<file path="src/rtl/cnt_seq_ctrl.sv">
// ----------------------------------------------------------------------------
// cnt_seq_ctrl
// Sequencing controller for the two-digit hex up/down counter datapath.
// Generates single-cycle step/clr strobes with a direction qualifier. The
// auto-step rate comes from an internal prescaler, and the manual key is
// debounced. It can also stop at a count limit using the datapath feedback.
//
// Ports:
//   clk100khz  in   1  sole clock, rising edge
//   rst        in   1  synchronous reset, active low
//   en         in   1  1 = manual stepping, 0 = auto stepping
//   din        in   1  raw manual key, active low, asynchronous
//   add        in   1  direction, 1 = up, 0 = down
//   mode_stop  in   1  1 = halt at limit, 0 = wrap freely
//   lim_hi     in   8  upper count limit
//   cnt_val    in   8  current count fed back from the datapath
//   step       out  1  one-cycle count strobe
//   dir        out  1  direction qualifying step (registered add)
//   clr        out  1  one-cycle datapath clear strobe
//   state      out  2  FSM state code
//   at_limit   out  1  registered limit flag
// ----------------------------------------------------------------------------
module cnt_seq_ctrl #(
    parameter int unsigned DIV_AUTO = 100000,
    parameter int unsigned DEB_CYC  = 1000
) (
    input  logic       clk100khz,
    input  logic       rst,
    input  logic       en,
    input  logic       din,
    input  logic       add,
    input  logic       mode_stop,
    input  logic [7:0] lim_hi,
    input  logic [7:0] cnt_val,
    output logic       step,
    output logic       dir,
    output logic       clr,
    output logic [1:0] state,
    output logic       at_limit
);

    localparam int unsigned PW = (DIV_AUTO > 1) ? $clog2(DIV_AUTO) : 1;
    localparam int unsigned DW = (DEB_CYC > 1) ? $clog2(DEB_CYC) : 1;
    localparam logic [PW-1:0] PRESC_TC = PW'(DIV_AUTO - 1);
    localparam logic [DW-1:0] DEB_TC   = DW'(DEB_CYC - 1);

    typedef enum logic [1:0] {
        ST_IDLE   = 2'b00,
        ST_AUTO   = 2'b01,
        ST_MANUAL = 2'b10,
        ST_HALT   = 2'b11
    } state_t;

    state_t          r_state;
    logic            r_step;
    logic            r_clr;
    logic            r_dir;
    logic            r_at_limit;
    logic [PW-1:0]   r_presc;
    logic            r_sync1;
    logic            r_sync2;
    logic            r_deb;
    logic            r_deb_d;
    logic [DW-1:0]   r_deb_cnt;

    state_t          w_state_nx;
    logic            w_step_nx;
    logic            w_clr_nx;
    logic            w_req;
    logic            w_lim;
    logic            w_press;
    logic            w_presc_tc;
    logic            w_deb_diff;

    // Limit condition for the current direction
    assign w_lim = (add && (cnt_val == lim_hi)) || (!add && (cnt_val == 8'h00));

    assign w_presc_tc = (r_presc == PRESC_TC);
    assign w_deb_diff = (r_sync2 != r_deb);
    // Press = debounced level falling 1->0, seen one cycle after it settles
    assign w_press    = r_deb_d && !r_deb;

    // Next-state and strobe decode
    always_comb begin
        w_state_nx = r_state;
        w_step_nx  = 1'b0;
        w_clr_nx   = 1'b0;
        w_req      = 1'b0;
        case (r_state)
            // First cycle issues clr; second cycle enters the selected mode
            ST_IDLE: begin
                if (r_clr) begin
                    w_state_nx = en ? ST_MANUAL : ST_AUTO;
                end else begin
                    w_clr_nx = 1'b1;
                end
            end
            // A mode change wins over a coincident request
            ST_AUTO: begin
                if (en) begin
                    w_state_nx = ST_MANUAL;
                end else begin
                    w_req = w_presc_tc;
                end
            end
            ST_MANUAL: begin
                if (!en) begin
                    w_state_nx = ST_AUTO;
                end else begin
                    w_req = w_press;
                end
            end
            ST_HALT: begin
                if (!w_lim || !mode_stop) begin
                    w_state_nx = en ? ST_MANUAL : ST_AUTO;
                end
            end
            default: w_state_nx = ST_IDLE;
        endcase
        if (w_req) begin
            if (mode_stop && w_lim) begin
                w_state_nx = ST_HALT;
            end else begin
                w_step_nx = 1'b1;
            end
        end
    end

    // State and output registers
    always_ff @(posedge clk100khz) begin
        if (!rst) begin
            r_state    <= ST_IDLE;
            r_step     <= 1'b0;
            r_clr      <= 1'b0;
            r_dir      <= 1'b1;
            r_at_limit <= 1'b0;
        end else begin
            r_state    <= w_state_nx;
            r_step     <= w_step_nx;
            r_clr      <= w_clr_nx;
            r_dir      <= add;
            r_at_limit <= w_lim;
        end
    end

    // Prescaler runs only while staying in AUTO, so every entry starts at 0
    always_ff @(posedge clk100khz) begin
        if (!rst) begin
            r_presc <= '0;
        end else if ((r_state == ST_AUTO) && (w_state_nx == ST_AUTO)) begin
            r_presc <= w_presc_tc ? '0 : r_presc + PW'(1);
        end else begin
            r_presc <= '0;
        end
    end

    // Key synchronizer and debouncer
    always_ff @(posedge clk100khz) begin
        if (!rst) begin
            r_sync1   <= 1'b0;
            r_sync2   <= 1'b0;
            r_deb     <= 1'b1;
            r_deb_d   <= 1'b1;
            r_deb_cnt <= '0;
        end else begin
            r_sync1 <= din;
            r_sync2 <= r_sync1;
            r_deb_d <= r_deb;
            if (w_deb_diff) begin
                if (r_deb_cnt == DEB_TC) begin
                    r_deb     <= r_sync2;
                    r_deb_cnt <= '0;
                end else begin
                    r_deb_cnt <= r_deb_cnt + DW'(1);
                end
            end else begin
                r_deb_cnt <= '0;
            end
        end
    end

    assign step     = r_step;
    assign dir      = r_dir;
    assign clr      = r_clr;
    assign state    = r_state;
    assign at_limit = r_at_limit;

endmodule

</file>
<file path="config.mk">
export PLATFORM = sky130hd
export DESIGN_NAME = cnt_seq_ctrl
export DESIGN_NICKNAME = d
export VERILOG_FILES = /design/src/rtl/cnt_seq_ctrl.sv
export SDC_FILE = /design/constraint.sdc
export NUM_CORES = 1
export LEC_CHECK = 0
export BUFFER_PORTS_ARGS = -buffer_cell sky130_fd_sc_hd__buf_4
export CAP_MARGIN = 20
export CORE_ASPECT_RATIO = 1.25
export CORE_MARGIN = 4
export CORE_UTILIZATION = 30
export CTS_CLUSTER_DIAMETER = 100
export DETAILED_ROUTE_END_ITERATION = 12
export GPL_TIMING_DRIVEN = 0
export PLACE_DENSITY = 0.44
export SYNTH_ARGS = -nofsm -noshare
export SYNTH_HDL_FRONTEND = slang
export SYNTH_SLANG_ARGS = --single-unit
</file>
<file path="constraint.sdc">
create_clock -name clk100khz -period 2.33 [get_ports clk100khz]
set_input_delay 0.233 -clock clk100khz [delete_from_list [all_inputs] [get_ports clk100khz]]
set_output_delay 0.233 -clock clk100khz [all_outputs]
set_load 0.02 [all_outputs]
</file>
* Word-level counts from Yosys, hierarchy flattened
Cells that the tools add are included.
** Word-level totals
- Input bits :: 22
- Register bits :: 37
- Memory bits (writable) :: 0
- Memories :: 0
- ROM bits :: 0
- Latch bits :: 0
- Word-level logic and storage cells :: 55
** Cells by class
- Equal/unequal tests :: 8
- Bitwise gates (word level) :: 3
- Order comparisons :: 0
- Reductions and logical operators :: 18
- $mul :: 0
- Mux-type cells :: 13
- $add $sub $neg :: 2
- Shifts and indexed selects :: 0
- Div/mod/pow operators :: 0
** Operators by type and width (number)
- $add 17x1->17 const B :: 1
- $eq 17x17->1 const B :: 1
- $mux 2 :: 7
- $add 10x1->10 const B :: 1
- $eq 10x10->1 const B :: 1
- $eq 8x8->1 :: 1
- $logic_not 8->1 :: 1
- $pmux 2 s4 :: 1
- $reduce_and 2->1 :: 3
- $reduce_or 3->1 :: 2
- $logic_and 1x1->1 :: 5
- $eq 2x1->1 const B :: 2
- $eq 2x2->1 const B :: 2
- $logic_not 1->1 :: 4
- $mux 1 :: 4
- $not 1->1 :: 3
- $logic_not 2->1 :: 1
- $logic_or 1x1->1 :: 2
- $pmux 1 s2 :: 1
- $ne 1x1->1 :: 1

* Depth between registers and ports, before layout
- Word-level depth :: 13
- Depth in mapped cells :: 9
- Mapped depth without buffers :: 8

* Worst setup path after synthesis
No wires, ideal clock.
- Kind :: flip-flop to flip-flop
- Start point :: register r_state[1] (netlist: state[1])
- End point :: register r_presc[16]
- Clock period less this slack :: 2.188 ns
- Setup time :: 0.130 ns
- Stages on the path, launching flop included :: 10
- Arrival time :: 2.058 ns
- Slack :: 0.142 ns
- Cell sequence :: dfxtp_1 -> inv_1 -> ha_1 -> nand4_1 -> or2_2 -> o21ai_2 -> a211oi_1 -> a21oi_2 -> buf_2 -> nor4_1
** Between the ends
- Word-level cells in the longest chain between the ends :: 8
- Elaborated cells between the ends (all ways) :: 16
- Classes of those cells :: eq/ne: 4; mux: 8; bitwise: 1; reduce/logical: 3
** Ends and longest elaborated chain
- start, declared :: line 54 : state_t r_state;
- start signal, assigned :: line 138 : r_state <= w_state_nx;
- $eq 2x2->1 (tied with other cells) :: line 89 : case (r_state)
- $pmux 2 s4 :: line 89
- $mux 2 :: line 121 : if (mode_stop && w_lim) begin
- $mux 2 :: line 120 : if (w_req) begin
- $eq 2x1->1 :: line 150 : end else if ((r_state == ST_AUTO) && (w_state_nx == ST_AUTO)) begin
- $logic_and 1x1->1 (*) :: line 150
- $not 1->1 (no line) (*)
- $reduce_or 3->1 (no line) (*)
- end signal, assigned :: line 151 : r_presc <= w_presc_tc ? '0 : r_presc + PW'(1);
- end, declared :: line 59 : logic [PW-1:0] r_presc;
Mark *: on every way between the ends. The rest lies on a longest branch, timed or not.
A chain may end at the register's enable or synchronous reset.

* Final worst setup path
- Start point :: register r_state[0] (netlist: state[0])
- End point :: register r_presc[8]
The elaborated chain is that of the path after synthesis.

==> metrics.md <==
| Metric | Value |
|---|---|
| Synth top cells by count | 37 x dfxtp_1, 24 x xnor2_1, 22 x nor2_1 |
| Worst r2r src | state[0] |
| Starting Density | a little under a third |
| Fillers | 622 |
| RSZ-0062 raised after global routing | false |
| CP Launch Type | flip-flop |
| Clk sinks | 37 |
| Synthesized area | between 1500 and 2000 µm² |
| Maxcap violations | 0 |
| Mux contribution to synthesized area | less than 1% |
| DP HPWL | ~3000 µm |
| Final hold vios | 0 |
| Multi-input logic area | 1070 µm² |
| Most frequent cell after synthesis | dfxtp_1 |
| Primary FF master, synth | dfxtp_1 |
| GR Util All Layers | 12.0% |
| # DRC | 0 |
| Port buffer count | 27 |
| # nets final | between 200 and 300 |
| Die Ht | slightly below 100 µm |
| Largest register FFs | 17 |
| Crit path kind | flip-flop to flip-flop |
| Vias per inst | 4.81 |
| Total congestion overflow | 0 |
| WHS | 0.151 ns |
| FMAX | 0.452 GHz |
| Minimum clock period | 2.21 ns |
| Routed wire per std cell | 12.6 µm |
| Netlist cell types | 40 |
| Finished Layout Cells | 328 |
| TritonCTS clock tree | done |
| Slew HR | 65.3% |
| Leak Pwr | between 0.8 and 0.9 nW |
| Post-synth net total | approximately 240 |
| First-pass GRT wire length | 7070 µm |
| Largest reg by FF count | r_presc |
| IO Pins | 28 |
| Placed Cells | 316 |
| Ys async rst share | 0% |
| Routability Congestion | 0.709 |
| Total core area | 5930 µm² |
| Final Cycle Share | 95.0% |
| Worst setup path startpoint | state[0] |
| Largest family of logic cells by synthesized area | simple AND/OR/NAND/NOR gates |
| Adder-Cell Fraction of Synth Area | 4.69% |
| Area Growth Syn to Fin | 24.4% |
| Root buf cell | clkbuf_8 |
| Setup violators final | 0 |
| Drt first pass iters | 4 |
| Worst vdd ir | 0.000288 V |
| Post-synth top area cell | dfxtp_1 |
| CP max FO | 7 |
| Register Area | 743 µm² |
| Via count | 1577 |
| Hold Crit Class | input port to flip-flop |
| Post-synthesis register bit count | 37 |
| Full die area | approximately 7600 µm² |
| Layout cells sized above 1 | 19.5% |
| Clk buf depth | 2 |
| Critical path arrival | 2.37 ns |
| Antenna diodes | 0 |
| Total CTS buffers | 5 |
| XOR/XNOR share of the synthesized area | 14.6% |
| Final ANT Viol Nets | 0 |
| Clock latency at the later pin of the worst-skew pair | just under 0.3 ns |
| H-tree depth | 2 |
| Simple-gate share of the synthesized area | between 30% and 40% |
| Post-synth EDFFs | 0 |
| Post-Syn Instances | approximately 210 |
| Fin. max-slew vios | 0 |
| Largest net degree at the start of global routing | 12 |
| Worst-margin pin slew | 0.513 ns |
| Initial antenna violation count | 0 |
| WL final | between 4000 and 5000 µm |
| CTS clk-pin slew, worst paths | ~0.08 ns |
| Compound-Gate Fraction of Synth Area | 7.38% |
| Chip width | between 70 and 80 µm |
| Area contributors post-synth | dfxtp_1 40%, xnor2_1 11%, nor4_1 5.0%, ha_1 4.7%, nor2_1 4.4% |
| Vias in the first global route | 1526 |
| Share of the synthesized area in the top cell type | 39.7% |
| CP Capture Type | flip-flop |
| DR iter-0 viols | 39 |
| YS warnings | 0 |
| Finished Core Util | 39.1% |
| Sequential area share after synthesis | 39.7% |
| Hold wc startpoint | rst |
| Pwr/cell area | 614 nW/µm² |
| Num rows | 31 |
| Status | finished, final reports clean |
| Mean area per synthesized cell | 9.01 µm² |
| Clock skew | 0.0101 ns |
| CP Data Required Time | ~2.5 ns |
[routing by layer]
layer / track usage, % / share of wire (%) / up-vias
li1: - / - / 812
met5: 0 / 0 / -
met4: 5.25 / 1.6 / 0
met2: 20.3 / 46 / 37
met1: 14.2 / 46 / 723
met3: 3.18 / 5.6 / 5
[path summary, 6_finish.rpt]
kind / slack [ns] / end / cells past startpoint
setup reg to reg: 0.12 / r_presc[8] / 9
hold / removal: 0.15 / r_deb_d / 2
hold reg to reg: 0.43 / r_sync2 / 1
setup / recovery: 0.12 / r_presc[8] / 9
[per-stage QoR]
step	worst slack, ns	TNS (ns)	instance area, µm²	total power [mW]
CTS	0.0604	0	2290	1.43
floorplan	0.142	0	1870	0.818
global placement	-0.124	-1.16	2170	0.913
finish	0.115	0	2320	1.43
detailed placement	-0.138	-1.35	2170	0.914
global route	0.0132	0	2320	1.51
[power breakdown]
group | leakage [nW] | switching (mW) | internal, mW
clock | 0.0542 | 0.222 | 0.267
sequential | 0.301 | 0.0172 | 0.648
combinational | 0.455 | 0.147 | 0.124
[cell type report]
cell class              count  share of cell area (%)
clock buffers               7                    4.15
plain buffers               4                    1.02
multi-input cells         158                    46.1
inverters                   8                    1.29
clock inverters             1                   0.216
repair buffers             31                    10.7
flip-flops and latches     37                    32.0
well taps                  82                    4.42
[kinds of logic (layout without fill, tap and decap cells)]
family / Yosys count / in the layout
multiplexers: 1 / 1
AO/OA/AOI/OAI: 16 / 16
buffers and inverters: 12 / 51
XOR/XNOR: 31 / 31
AND/OR/NAND/NOR: 103 / 103
adder cells (fa/ha/maj): 7 / 7
flip-flops: 37 / 37
[cell usage in the layout (no fill, tap or decap), types with 2 or more instances in the layout]
master / Yosys / routed
dfxtp_1: 37 / 35
buf_4: 0 / 29
xnor2_1: 24 / 24
nor2_1: 22 / 22
nand2_1: 15 / 15
nor4_1: 15 / 15
nand3_1: 14 / 14
inv_1: 8 / 8
xor2_1: 7 / 7
ha_1: 7 / 7
clkbuf_8: 0 / 7
nand4_1: 6 / 6
nor2b_1: 5 / 5
and2_1: 5 / 5
o211ai_1: 4 / 4
nor3_1: 3 / 3
and3_1: 3 / 3
nor4b_1: 3 / 3
and4_1: 2 / 2
nor4bb_1: 2 / 2
o21ai_0: 2 / 2
buf_6: 1 / 2
clkbuf_1: 2 / 2
nand2b_1: 2 / 2
dfxtp_2: 0 / 2
[critical path, cell delays in order (launching register included)]
cell and delay [ns]:
dfxtp_2 0.36, ha_1 0.21, and3_1 0.19, and4_1 0.20
a311oi_1 0.26, nand3_1 0.17, a221oi_4 0.35, buf_12 0.16
buf_4 0.13, nor4_1 0.05
[repair_timing]
action / in CTS / in global routing
pin swaps: 2 / 2
cloned: 0 / 1
endpoints found under the setup margin: 11 / 19
setup buffers: 2 / 1
hold buffers: 0 / 0
resized for setup: 0 / 4
Power figures use the tool's default switching activity.
